--- config.mk ---
export PLATFORM = sky130hd
export DESIGN_NAME = fsmc_slot_scheduler
export DESIGN_NICKNAME = d
export VERILOG_FILES = /design/src/rtl/fsmc_pkg.sv /design/src/rtl/fsmc_timeout_ctr.sv /design/src/rtl/fsmc_slot_scheduler.sv
export SDC_FILE = /design/constraint.sdc
export NUM_CORES = 1
export LEC_CHECK = 0
export BUFFER_PORTS_ARGS = -buffer_cell sky130_fd_sc_hd__buf_2
export CAP_MARGIN = 40
export CORE_MARGIN = 2
export CORE_UTILIZATION = 45
export CTS_CLUSTER_SIZE = 10
export DETAILED_ROUTE_END_ITERATION = 10
export PLACE_DENSITY = 0.87
export SLEW_MARGIN = 25
export SYNTH_ARGS = -nofsm -noshare
export SYNTH_HDL_FRONTEND = slang
export SYNTH_SLANG_ARGS = --single-unit
--- constraint.sdc ---
create_clock -name clk -period 3 [get_ports clk]
set_input_delay 0.6 -clock clk [delete_from_list [all_inputs] [get_ports clk]]
set_output_delay 0.6 -clock clk [all_outputs]
set_load 0.02 [all_outputs]
--- src/rtl/fsmc_pkg.sv ---
// rtl/fsmc_pkg.sv - shared types and defaults for the FSMC slot scheduler
package fsmc_pkg;

    localparam int          FSMC_CS_WIDTH        = 2;
    localparam int          FSMC_TIMEOUT_CYCLES  = 15;
    localparam logic [15:0] FSMC_DEFAULT_RD_DATA = 16'hDEAD;

    typedef enum logic [2:0] {
        ST_IDLE   = 3'd0,
        ST_RD_REQ = 3'd1,
        ST_HOLD   = 3'd2,
        ST_WR_ARM = 3'd3,
        ST_WR_REQ = 3'd4
    } fsmc_state_t;

    // Start event captured while a write request is still running.
    typedef struct packed {
        logic                     valid;
        logic                     is_read;
        logic [FSMC_CS_WIDTH-1:0] slot;
    } fsmc_pending_t;

endpackage

--- src/rtl/fsmc_timeout_ctr.sv ---
// rtl/fsmc_timeout_ctr.sv - request-cycle counter flagging the last allowed cycle
// Ports: clk, reset (async, active-high), clear (restart at 0),
//        enable (count this cycle), expired (current cycle is cycle LIMIT).
module fsmc_timeout_ctr #(
    parameter int LIMIT = 15
) (
    input  logic clk,
    input  logic reset,
    input  logic clear,
    input  logic enable,
    output logic expired
);

    localparam int CW = $clog2(LIMIT + 1);

    logic [CW-1:0] cnt;

    always_ff @(posedge clk or posedge reset) begin
        if (reset) begin
            cnt <= '0;
        end else if (clear) begin
            cnt <= '0;
        end else if (enable && !expired) begin
            cnt <= cnt + CW'(1);
        end
    end

    // The count starts at 0 on the first request cycle, so LIMIT-1 marks the
    // LIMIT-th cycle; the request ends on that cycle's edge if no ack arrives.
    assign expired = (cnt == CW'(LIMIT - 1));

endmodule

--- src/rtl/fsmc_slot_scheduler.sv ---
// rtl/fsmc_slot_scheduler.sv - routes FSMC bridge transactions to one-hot peripheral slots
// Ports: clk, reset (async, active-high)
//        bus_cs/bus_state/bus_data in, bus_rd_data out   : FSMC bridge side
//        slot_req/slot_we/slot_wdata out, slot_rdata/slot_ack in : slot side
//        busy, err_pulse, err_count out                  : status
module fsmc_slot_scheduler
    import fsmc_pkg::*;
#(
    parameter int                    DATA_WIDTH      = 16,
    parameter int                    CS_WIDTH        = FSMC_CS_WIDTH,
    parameter int                    NUM_SLOTS       = 2 ** CS_WIDTH,
    parameter int                    TIMEOUT_CYCLES  = FSMC_TIMEOUT_CYCLES,
    parameter logic [DATA_WIDTH-1:0] DEFAULT_RD_DATA = DATA_WIDTH'(FSMC_DEFAULT_RD_DATA)
) (
    input  logic                            clk,
    input  logic                            reset,
    input  logic [NUM_SLOTS-1:0]            bus_cs,
    input  logic                            bus_state,
    input  logic [DATA_WIDTH-1:0]           bus_data,
    output logic [DATA_WIDTH-1:0]           bus_rd_data,
    output logic [NUM_SLOTS-1:0]            slot_req,
    output logic                            slot_we,
    output logic [DATA_WIDTH-1:0]           slot_wdata,
    input  logic [NUM_SLOTS*DATA_WIDTH-1:0] slot_rdata,
    input  logic [NUM_SLOTS-1:0]            slot_ack,
    output logic                            busy,
    output logic                            err_pulse,
    output logic [7:0]                      err_count
);

    fsmc_state_t         state, state_nx;
    fsmc_pending_t       pend;
    logic [NUM_SLOTS-1:0] prev_cs;
    logic [CS_WIDTH-1:0] slot_idx, cs_idx, slot_load_val;
    logic [DATA_WIDTH-1:0] rdata_arr [NUM_SLOTS];
    logic start_evt, start_ok, start_bad, cs_idle, ack_sel;
    logic to_expired, to_clear, to_enable;
    logic slot_load, pend_store, pend_clear, err_evt;

    always_comb begin
        cs_idx = '0;
        for (int i = 0; i < NUM_SLOTS; i++) begin
            if (bus_cs[i]) cs_idx = CS_WIDTH'(i);
            rdata_arr[i] = slot_rdata[i*DATA_WIDTH +: DATA_WIDTH];
        end
    end

    // A start is the first cycle of a nonzero select after an idle select.
    assign start_evt = (prev_cs == '0) && (bus_cs != '0);
    assign start_ok  = start_evt && $onehot(bus_cs);
    assign start_bad = start_evt && !$onehot(bus_cs);
    assign cs_idle   = (bus_cs == '0);
    assign ack_sel   = slot_ack[slot_idx];

    fsmc_timeout_ctr #(
        .LIMIT (TIMEOUT_CYCLES)
    ) u_timeout (
        .clk     (clk),
        .reset   (reset),
        .clear   (to_clear),
        .enable  (to_enable),
        .expired (to_expired)
    );

    assign to_enable = (state == ST_RD_REQ) || (state == ST_WR_REQ);
    assign to_clear  = ((state_nx == ST_RD_REQ) || (state_nx == ST_WR_REQ)) && (state_nx != state);

    always_ff @(posedge clk or posedge reset) begin
        if (reset) state <= ST_IDLE;
        else       state <= state_nx;
    end

    always_comb begin
        state_nx      = state;
        slot_load     = 1'b0;
        slot_load_val = cs_idx;
        pend_store    = 1'b0;
        pend_clear    = 1'b0;
        err_evt       = 1'b0;
        case (state)
            ST_IDLE: begin
                if (start_ok) begin
                    state_nx  = bus_state ? ST_RD_REQ : ST_WR_ARM;
                    slot_load = 1'b1;
                end else if (start_bad) begin
                    err_evt = 1'b1;
                end
            end
            ST_RD_REQ: begin
                // Ack beats both abort and timeout on the same cycle.
                if (ack_sel) begin
                    state_nx = ST_HOLD;
                end else if (cs_idle) begin
                    state_nx = ST_IDLE;
                    err_evt  = 1'b1;
                end else if (to_expired) begin
                    state_nx = ST_HOLD;
                    err_evt  = 1'b1;
                end
            end
            ST_HOLD: begin
                if (cs_idle) state_nx = ST_IDLE;
            end
            ST_WR_ARM: begin
                if (cs_idle) state_nx = ST_WR_REQ;
            end
            ST_WR_REQ: begin
                if (!ack_sel && to_expired) err_evt = 1'b1;
                if (start_bad || (start_ok && pend.valid)) err_evt = 1'b1;
                if (ack_sel || to_expired) begin
                    // Chain straight into the queued transaction, skipping IDLE.
                    if (pend.valid) begin
                        state_nx      = pend.is_read ? ST_RD_REQ : ST_WR_ARM;
                        slot_load     = 1'b1;
                        slot_load_val = CS_WIDTH'(pend.slot);
                        pend_clear    = 1'b1;
                    end else if (start_ok) begin
                        state_nx  = bus_state ? ST_RD_REQ : ST_WR_ARM;
                        slot_load = 1'b1;
                    end else begin
                        state_nx = ST_IDLE;
                    end
                end else if (start_ok && !pend.valid) begin
                    pend_store = 1'b1;
                end
            end
            default: state_nx = ST_IDLE;
        endcase
    end

    always_comb begin
        slot_req = '0;
        if ((state == ST_RD_REQ) || (state == ST_WR_REQ)) slot_req[slot_idx] = 1'b1;
        slot_we = (state == ST_WR_REQ);
        busy    = (state != ST_IDLE);
    end

    always_ff @(posedge clk or posedge reset) begin
        if (reset) begin
            prev_cs     <= '0;
            slot_idx    <= '0;
            pend        <= '0;
            bus_rd_data <= '0;
            slot_wdata  <= '0;
            err_pulse   <= 1'b0;
            err_count   <= '0;
        end else begin
            prev_cs   <= bus_cs;
            err_pulse <= err_evt;
            if (slot_load) slot_idx <= slot_load_val;
            if (pend_clear) begin
                pend.valid <= 1'b0;
            end else if (pend_store) begin
                pend.valid   <= 1'b1;
                pend.is_read <= bus_state;
                pend.slot    <= FSMC_CS_WIDTH'(cs_idx);
            end
            if (state == ST_RD_REQ) begin
                if (ack_sel) bus_rd_data <= rdata_arr[slot_idx];
                else if (!cs_idle && to_expired) bus_rd_data <= DEFAULT_RD_DATA;
            end
            if ((state == ST_WR_ARM) && cs_idle) slot_wdata <= bus_data;
            if (err_evt && (err_count != 8'hFF)) err_count <= err_count + 8'd1;
        end
    end

endmodule

# --- Word-level counts from Yosys, hierarchy flattened ---
# Index checks and enable logic that the tools add are counted.
totals:
  regBits: 58
  output_inout_bits: 47
  wordCells: 112
  in_bits: 91
classes:
  n_addsub: 5
  bitwise_logic: 2
  reduce_logical: 31
  n_mux: 50
  order_cmp: 3
  eq_ne: 10
ops:
  columns: ["op", "n"]
  rows:
  - ["16-bit two-way mux", 4]
  - ["16-bit binary-select mux with 2-bit select", 1]
  - ["3-bit two-way mux", 7]
  - ["1-bit two-way mux", 20]
  - ["2-bit two-way mux", 9]
  - ["4-bit two-way mux", 4]
  - ["3-bit one-hot mux with 5 select lines", 1]
  - ["1-bit logical AND", 12]
  - ["3-bit by 1-bit equality test with 1-bit output, second input constant", 3]
  - ["8-bit by 1-bit adder with 8-bit output, second input constant", 1]
  - ["4-bit zero test", 2]
  - ["8-bit != test, second input constant", 1]
  - ["3-bit by 2-bit equality test with 1-bit output, second input constant", 2]
  - ["3-bit equality test, second input constant", 2]
  - ["2-bit nonzero test", 3]
  - ["1-bit zero test", 5]
  - ["1-bit by 1-bit adder with 2-bit output", 2]
  - ["4-bit by 1-bit adder with 4-bit output, second input constant", 1]
  - ["4-bit equality test, second input constant", 1]
  - ["1-bit logical OR", 4]
  - ["2-bit AND reduction", 2]
  - ["4-bit nonzero test", 1]
  - ["2-bit by 2-bit adder with 3-bit output", 1]
  - ["3-bit >= comparator, second input constant", 1]
  - ["11 further kinds", 11]

# --- Longest topological paths before layout ---
# Gate-level depths: netlist (run 1).
depth:
  word_depth: 12
  ltp_mapped: 11
  mapped_depth_nobuf: 11

# --- Modules after synthesis ---
# Synthesis (run 1) repeated with hierarchy kept, for this count alone.
unflattened:
  cells_unflattened: 242
  area_unflattened_um2: 3024.2
modules_own_cells:
  columns: ["module", "area_each_um2", "cells_per_inst", "instances", "seq_area_each_um2"]
  rows:
  - ["fsmc_slot_scheduler", 2808.9, 219, 1, 1351.3]
  - ["fsmc_timeout_ctr", 215.2, 23, 1, 100.1]

# --- Worst setup path after synthesis (run 1) ---
# Ideal clock, no wire load.
synth_path:
  kind: "in2reg"
  from: "input port bus_cs[0]"
  to: "register u_timeout.cnt[1]"
  path_stages: 11
  t_arrival_ns: 3.030
  required_time_ns: 2.928
  path_slack_ns: -0.102
  cell_sequence: "inv_1 -> fa_1 -> inv_1 -> ha_1 -> ha_1 -> or3b_2 -> or4_1 -> a21oi_1 -> nor4_2 -> o21a_2 -> nor2_1"
synth_between:
  elab_chain_len: 12
  elab_cells_between_ends: 23
  cone_classes: "2 x add/sub; 4 x eq/ne; 10 x mux; 7 x reduce/logical"
synth_rtl:
  columns: ["item", "line", "text"]
  rows:
  - ["from (decl)", "fsmc_slot_scheduler.sv:17", "input logic [NUM_SLOTS-1:0] bus_cs,"]
  - ["1-bit by 1-bit adder with 2-bit output (implied by the code)", "fsmc_slot_scheduler.sv:50", "assign start_ok = start_evt && $onehot(bus_cs);"]
  - ["2-bit by 2-bit adder with 3-bit output (implied by the code)", "fsmc_slot_scheduler.sv:50", null]
  - ["3-bit by 1-bit equality test with 1-bit output", "fsmc_slot_scheduler.sv:50", null]
  - ["1-bit logical AND", "fsmc_slot_scheduler.sv:50", null]
  - ["2-bit two-way mux", "fsmc_slot_scheduler.sv:117", "end else if (start_ok) begin"]
  - ["2-bit two-way mux", "fsmc_slot_scheduler.sv:112", "if (pend.valid) begin"]
  - ["3-bit two-way mux", "fsmc_slot_scheduler.sv:110", "if (ack_sel || to_expired) begin"]
  - ["3-bit one-hot mux with 5 select lines (*)", "fsmc_slot_scheduler.sv:80", "case (state)"]
  - ["3-bit by 1-bit equality test with 1-bit output / 3-bit equality test (equally long branches)", "fsmc_slot_scheduler.sv:66", "assign to_clear = ((state_nx == ST_RD_REQ) || (state_nx == ST_WR_REQ)) && (state_nx != state);"]
  - ["1-bit logical OR", "fsmc_slot_scheduler.sv:66", null]
  - ["1-bit logical AND (*)", "fsmc_slot_scheduler.sv:66", null]
  - ["4-bit two-way mux / 2-bit nonzero test (equally long branches)", null, null]
  - ["to (signal assigned)", "fsmc_timeout_ctr.sv:24", "cnt <= cnt + CW'(1);"]
  - ["to (decl)", "fsmc_timeout_ctr.sv:16", "logic [CW-1:0] cnt;"]
# Every way passes the cells marked *; elsewhere a longest branch is shown, timed or not.
# A chain may end at the register's enable or synchronous reset.

# --- Worst setup path after layout (run 1) ---
layout_path:
  from: "input port bus_cs[3]"
  to: "register u_timeout.cnt[1]"
# Same word-level chain as after synthesis.

==> flow_results.org, run 1 <==
** Job
- Number of max-cap violations :: 0

** Global route
- Grt ovf :: 0
- Across every metal layer, demand over resource in global routing totals 0.204.
- The first global-routing pass estimated 11.7 mm of wire.
- Entering global routing, the biggest net connects 23 pins.
- Initial antenna violation count :: 0
- Via count of the first global-routing pass :: 2659

** STA
- Final setup violating endpoints :: 0
- Fmax :: 348 MHz
- Final-report max-slew violation count :: 0
- Hold slack :: 0.248 ns
- Counting I/O delays and the setup requirement, the final critical path takes 2.88 ns.
- Dividing the final minimum period by the clock period gives 0.958.
- At the pin with the least slew margin, the transition time is 0.578 ns.
- Final Hold Violating Endpoints :: 0
- Setup Skew :: 0.00624 ns
- Setup repair after global routing left no endpoint under its margin.
- Worst slew slack as a fraction of its limit :: 0.611

** Route
- Vias post-DR :: 2545
- The routed design has 7.21 mm of wire.
- Number of vias per cell after detailed routing :: 5.35
- Number of design rule violations left after detail routing :: 0
- Total iterations of the first detailed-routing run :: 4
- After detailed routing, the average wire length per cell comes to 15.1 um.
- First DRT Iteration DRCs :: 85
- Number of nets still failing antenna checks after routing :: 0

** Critical path
- Among all stages on the critical path, the largest delay is contributed by or4_1.
- Category of cells accounting for the largest share of critical-path delay :: simple AND/OR/NAND/NOR gates
- Worst Reg-to-Reg Cells :: 7
- Together, buffers and inverters on the worst path number 3.
- The startpoint identified for the worst register-to-register timing path is state[0].
- The worst setup path is captured at a flip-flop.
- Capture instance of the worst register-to-register path :: err_count[5]
- Maximum fanout along the worst path :: 4
- The worst setup path is of the in -> reg kind.
- The critical path crosses 12 cells after its start point.
- Startpoint type of the worst setup path :: input pin
- Biggest cell delay along the critical path :: 0.55 ns
- At the worst endpoint, the required time is 3.26 ns.
- Walking the worst path, the cells encountered are buf_2 -> inv_2 -> fa_1 -> inv_1 -> ha_2 -> ha_4 -> or3b_4 -> or4_1 -> a21oi_2 -> nor4_2 -> o21a_2 -> nor2_1.
- For the worst setup path, the data arrival time is 3.13 ns.
- R2r setup slk :: 0.83 ns

** Final layout
- The sequential cells in the finished layout cover a total of 1450 um2.
- Antenna diode count :: 0
- Leaving out fill and tap cells, the most frequent cells in the layout are 137 x buf_2, 58 x dfrtp_1, 19 x nand2_1, 18 x nor2_1.
- Leaving out fill and tap cells, the most frequent cell in the layout is buf_2.
- Fill cells in the final layout number 535.
- Final Util :: 0.630
- Area Growth Syn to Fin :: 33.3%
- Area of the multi-input gates :: 1510 um2
- Fraction of layout cells with a size suffix above 1 :: 0.534
- Number of nets in the layout :: 493
- Post-route design area :: 4050 um2

** Worst hold path
- Hold Path Class :: in -> async

** Synth
- Post-Synthesis Cells :: 247
- Proportion of register bits with asynchronous set or reset after synthesis :: 1.00
- Synthesized net count :: 345
- Yosys mapped a number of flops with a built-in enable equal to 0.
- The most used flip-flop cell after synthesis is dfrtp_1.
- Top area cells in the synthesized netlist :: dfrtp_1 48%, mux4_2 13%, mux2_2 6.3%, o22a_1 3.2%, ha_1 2.5%
- The share of synthesized area in the top cell type comes to 0.478.
- The synthesized netlist contains 46 unique library cells.
- The synthesized design spends more area on one cell type than any other, namely dfrtp_1.
- Sequential-to-total area share from yosys stat :: 0.478
- Number of flip-flops and latches in the synthesized netlist :: 58
- Each instance of the synthesized netlist takes up on average 12.3 um2.
- In this run the cell area of the synthesized design comes to 3030 um2.
- Warning count from the yosys run :: 0

** Pwr
- Of the total power, combinational logic draws 0.400.
- Power spread over the standard cell area amounts to 723 nW/um2.
- Summed over all nets, the switching power comes to 1.04 mW.
- The worst-case IR drop observed on VDD is 543 uV.
- Proportion of power drawn by flip-flops and latches :: 0.387
- Of the total power, the share spent switching nets is 0.357.
- Clock network fraction of total power :: 0.213
- Static leakage :: 2.09 nW
- Power after layout :: 2.92 mW
- Internal power comes to 1.88 mW.

** Clocking
- The clock passes through at most 2 buffers.
- CTS built an H-tree with a depth of 3.
- Quantity of hold-fixing buffers added after cts :: 0
- The clock net in this run drives a total of 58 sinks.
- Clock latency on the worst-skew pair, taken at its later pin, is 0.33 ns.
- Number of buffers inserted during clock tree synthesis :: 9
- Post-CTS repair changed the size of 0 cells.
- After clock tree synthesis, the clock-pin slew on the worst setup and hold paths is 0.06 ns.
- TritonCTS built the clock tree.
- Post-CTS timing repair inserted 0 buffers for setup.
- CTS Root Cell :: clkbuf_8

** Die
- Die outline width :: 86.1 um
- The initial utilization of the core area, before any placement, comes to 0.472.
- Die area :: 7420 um2
- In this run the standard cell core region covers 6420 um2.
- Count of standard-cell rows :: 29
- For this design the top-level I/O count stands at 138.
- In this run the vertical extent of the chip is 86.1 um.

** Placed design
- Detailed placement finished with a half-perimeter wire length of 5.61 mm.
- I/O Buffers :: 137
- At the end of routability-driven placement, the weighted congestion stood at 0.877.
- Once placement finished, the instance area stood at 3870 um2.

** Run status
- Run status :: completed
-- cells by family (layout without fill, tap and decap cells) --
| family | count (synthesis) | after routing | synth area share |
|---|---|---|---|
| buffers and inverters | 22 | 174 | 0.0309 |
| adder cells (fa/ha/maj) | 7 | 7 | 0.0313 |
| multiplexers | 37 | 37 | 0.201 |
| flip-flops | 58 | 58 | 0.478 |
| AO/OA/AOI/OAI | 38 | 38 | 0.0961 |
| XOR/XNOR | 10 | 10 | 0.0289 |
| AND/OR/NAND/NOR | 75 | 75 | 0.133 |
-- worst max path at each step --
stage | start | end | slack [ns]
2_1_floorplan | bus_cs[3] | u_timeout.cnt[1] | 0.03
3_3_place_gp | bus_cs[3] | u_timeout.cnt[1] | -0.16
3_5_place_dp | bus_cs[3] | u_timeout.cnt[1] | -0.21
4_1_cts | bus_cs[3] | u_timeout.cnt[1] | 0.14
5_1_grt | bus_cs[3] | u_timeout.cnt[2] | 0.06
6_report | bus_cs[3] | u_timeout.cnt[1] | 0.12
-- power groups by stage --
stage,combinational (mW),sequential [mW],clock (mW)
3_5_place_dp,1.18,1.14,0
5_1_grt,1.26,1.16,0.681
2_1_floorplan,0.675,1.28,0
3_3_place_gp,1.14,1.13,0
6_report,1.17,1.13,0.622
4_1_cts,1.18,1.13,0.643
-- synth_stat cells (all sizes together) (2+ instances only) --
cell and count:
buf 8, a22o 5, xnor2 3, clkbuf 5
nor3b 6, inv 9, ha 6, nand3 4
a31oi 2, nand2 19, nor3 3, nand2b 2
nor2b 2, mux2 19, and3 4, dfrtp 58
a21oi 6, nor4 3, o21a 3, nor2 19
mux4 17, o21ai 8, xor2 7, or4 2
or3 3, and2 2, or3b 2, o22a 11
-- per-stage QoR --
stage | cells | setup TNS [ns] | worst slack (ns)
2_1_floorplan | 247 | 0 | 0.0317
3_3_place_gp | 461 | -0.625 | -0.159
3_5_place_dp | 461 | -1.01 | -0.214
4_1_cts | 476 | 0 | 0.141
5_1_grt | 476 | 0 | 0.0575
6_report | 476 | 0 | 0.125
-- registers in the layout, summed over array words and instances (netlist names) --
| signal | cells |
|---|---|
| err_pulse | 1 |
| slot_idx | 2 |
| prev_cs | 4 |
| err_count | 8 |
| u_timeout.cnt | 4 |
| bus_rd_data | 16 |
| state | 3 |
| pend | 4 |
| slot_wdata | 16 |
-- cell type report --
cell class | instances | share of cell area
clock inverter | 3 | 0.00371
timing repair buffer | 150 | 0.194
clock buffer | 12 | 0.0384
multi-input combinational | 167 | 0.373
sequential | 58 | 0.359
tap | 77 | 0.0238
inverter | 9 | 0.00835
-- metal layers --
metal | share of wire | vias up | track usage
met5 | 0 | - | 0
met4 | 0.016 | 0 | 0.0866
met3 | 0.070 | 12 | 0.0549
met2 | 0.52 | 106 | 0.350
met1 | 0.39 | 1220 | 0.240
li1 | - | 1207 | -
No activity file was read; power rests on OpenSTA's default activity.
==> run 2, diff against run 1 <==
Settings changed: CELL_PAD_IN_SITES_DETAIL_PLACEMENT from default to 0, CELL_PAD_IN_SITES_GLOBAL_PLACEMENT from default to 1, CORE_UTILIZATION 45 to 36, PLACE_DENSITY 0.87 to 0.91.
==> flow_results.org, run 2 (synthesized netlist as in run 1, its figures left out) <==
** Run status
- The run finished with clean final reports.

** Job
- Max-cap violations in this run came to 0.

** Final layout
- Antenna diode count :: 0
- Relative to the synthesized area, the layout overhead comes to 36.0%.
- Number of nets in the layout :: 492
- Commonest non-fill, non-tap cells in the layout :: 137 x buf_2, 58 x dfrtp_1, 19 x nand2_1, 18 x nor2_1
- In the final layout, the share of cells above drive strength 1 is 0.536.
- The finished cells cover 4130 um2.
- The largest registers in the layout are bus_rd_data x16, slot_wdata x16, err_count x8.
- The library cell used most frequently in the layout, excluding fill and tap cells, is buf_2.
- Final Util :: 0.505

** Global route
- First-pass GRT wire length :: 11.3 mm
- Grt ovf :: 0
- Global-route usage over all layers :: 0.160
- Via count of the first global-routing pass :: 2427
- Pin count of the biggest net entering global routing :: 36
- Initial antenna violation count :: 0

** Route
- Vias post-DR :: 2573
- After detailed routing, the average wire length per cell comes to 14.5 um.
- Before antenna repair, the detailed router went through 4 iterations.
- In the routed design, unresolved DRC markers number 0.
- Dividing the detail-routed via count by the number of cells gives 5.11.
- Number of nets still failing antenna checks after routing :: 0
- The detailed router finished its first iteration with 62 violations.
- The routed design has 7.29 mm of wire.

** Pwr
- Internal power comes to 2.01 mW.
- The share of total power dissipated in the clock network is 0.261.
- VDD sags by at most 446 uV.
- Switching share of power :: 0.351
- Proportion of power drawn by flip-flops and latches :: 0.361
- Combinational group share of total power :: 0.378
- Power per unit of standard cell area :: 752 nW/um2
- Static leakage :: 2.09 nW
- Power spent charging and discharging nets :: 1.09 mW
- The design draws 3.10 mW.

** STA
- Final setup violating endpoints :: 0
- Final period utilization :: 0.958
- Hold is met by 0.283 ns.
- At the pin with the least slew margin, the transition time is 0.598 ns.
- For the finished layout, the period the worst path requires is 2.87 ns.
- Fmax :: 348 MHz
- The total count of max-transition violations in the final report is 0.
- Unrepaired setup endpoints after global routing :: false
- The worst pin sits at a relative slew slack of 0.597.
- After layout, the worst setup slack is 0.127 ns.
- The hold violation count in the final report is 0.
- Setup Skew :: 0.0115 ns

** Placed design
- HPWL reported at the end of detailed placement :: 5.75 mm
- Total cell area at the placement stage :: 3900 um2
- I/O Buffers :: 137
- Routability-driven placement finished with a final weighted congestion of 0.839.
- Worst Setup Slack post-DPL :: -0.224 ns

** Critical path
- Endpoint class of the critical path :: flip-flop
- Worst Reg-to-Reg Cells :: 6
- Required @ worst endpoint :: 3.28 ns
- Capture instance of the worst register-to-register path :: u_timeout.cnt[0]
- Startpoint type of the worst setup path :: input pin
- Along the worst path, the maximum fanout reaches 4.
- The startpoint identified for the worst register-to-register timing path is slot_idx[0].
- The critical path is of the in -> reg type.
- R2r setup slk :: 0.82 ns
- Data arrival at the endpoint of the critical path :: 3.15 ns

** Clocking
- CTS Root Cell :: clkbuf_8
- The clock net in this run drives a total of 58 sinks.
- Post CTS Setup Buffer Count :: 0
- Resized cells post-CTS :: 0
- TritonCTS built the clock tree.
- After clock tree synthesis, the clock-pin slew on the worst setup and hold paths is 0.07 ns.
- At the later pin of the worst-skew pair, clock insertion delay measures 0.35 ns.
- The clock passes through at most 2 buffers.
- TritonCTS created 9 clock buffers.
- Total number of H-tree levels :: 3
- Quantity of hold-fixing buffers added after cts :: 0

** Die
- 138 I/O pins were placed.
- Count of standard-cell rows :: 33
- The floorplan step defined a die boundary enclosing 9180 um2.
- The floorplan step set the die width to 95.8 um.
- Std-Cell Core Area :: 8180 um2
- For this configuration, the core starts out at a cell density of 0.371.
- Measured along the y axis, the die boundary spans 95.8 um.

** Worst hold path
- In this run the worst hold path is classified as in -> async.
run 2: changes by cell type in the layout (fill, tap and decap cells not counted), moves of 2 or more:
cell and delta:
clkinvlp_4 +2, bufinv_16 +2, clkbuf_8 -2, clkinv_4 +2, clkinv_2 -3
run 2: area by class of cell:
type	count	area, um2
fillers	768	4050
multi-input cells	167	1510
inverters	9	33.8
flip-flops and latches	58	1450
clock inverters	7	101
repair buffers	149	776
clock buffers	9	124
well taps	105	131
run 2: power by group through the flow:
stage	Combinational (mW)	Sequential, mW	Clock [mW]
2_1_floorplan	0.675	1.28	0
3_3_place_gp	1.16	1.13	0
3_5_place_dp	1.19	1.14	0
4_1_cts	1.19	1.12	0.831
5_1_grt	1.28	1.15	0.865
6_report	1.17	1.12	0.811
run 2: worst max path at each step:
stage               from               end  slack [ns]  depth (start not counted)
3_3_place_gp   bus_cs[3]  u_timeout.cnt[1]       -0.16                         12
2_1_floorplan  bus_cs[3]  u_timeout.cnt[1]        0.03                         11
3_5_place_dp   bus_cs[3]  u_timeout.cnt[3]       -0.22                         12
6_report       bus_cs[3]  u_timeout.cnt[3]        0.13                         12
5_1_grt        bus_cs[3]  u_timeout.cnt[2]        0.03                         12
4_1_cts        bus_cs[3]  u_timeout.cnt[3]        0.14                         12
run 2: worst max-delay path, cell delays in order:
cell and delay [ns]:
buf_2 0.09, inv_2 0.05, fa_1 0.54, inv_1 0.05, ha_2 0.19, ha_4 0.24
or3b_4 0.37, or4_1 0.56, a21oi_2 0.17, nor4_2 0.05, o21a_2 0.14, nor2_1 0.09
run 2: routing by layer:
layer / vias to the layer above / wire (um) / GRT usage
li1: 1202 / - / -
met5: - / 0 / 0
met2: 109 / 3770 / 0.269
met4: 0 / 94 / 0.0560
met3: 11 / 557 / 0.0548
met1: 1251 / 2870 / 0.192
run 2: through the flow:
stage,TNS [ns],cells
3_5_place_dp,-1.13,488
4_1_cts,0,504
5_1_grt,0,504
2_1_floorplan,0,247
3_3_place_gp,-0.637,488
6_report,0,504
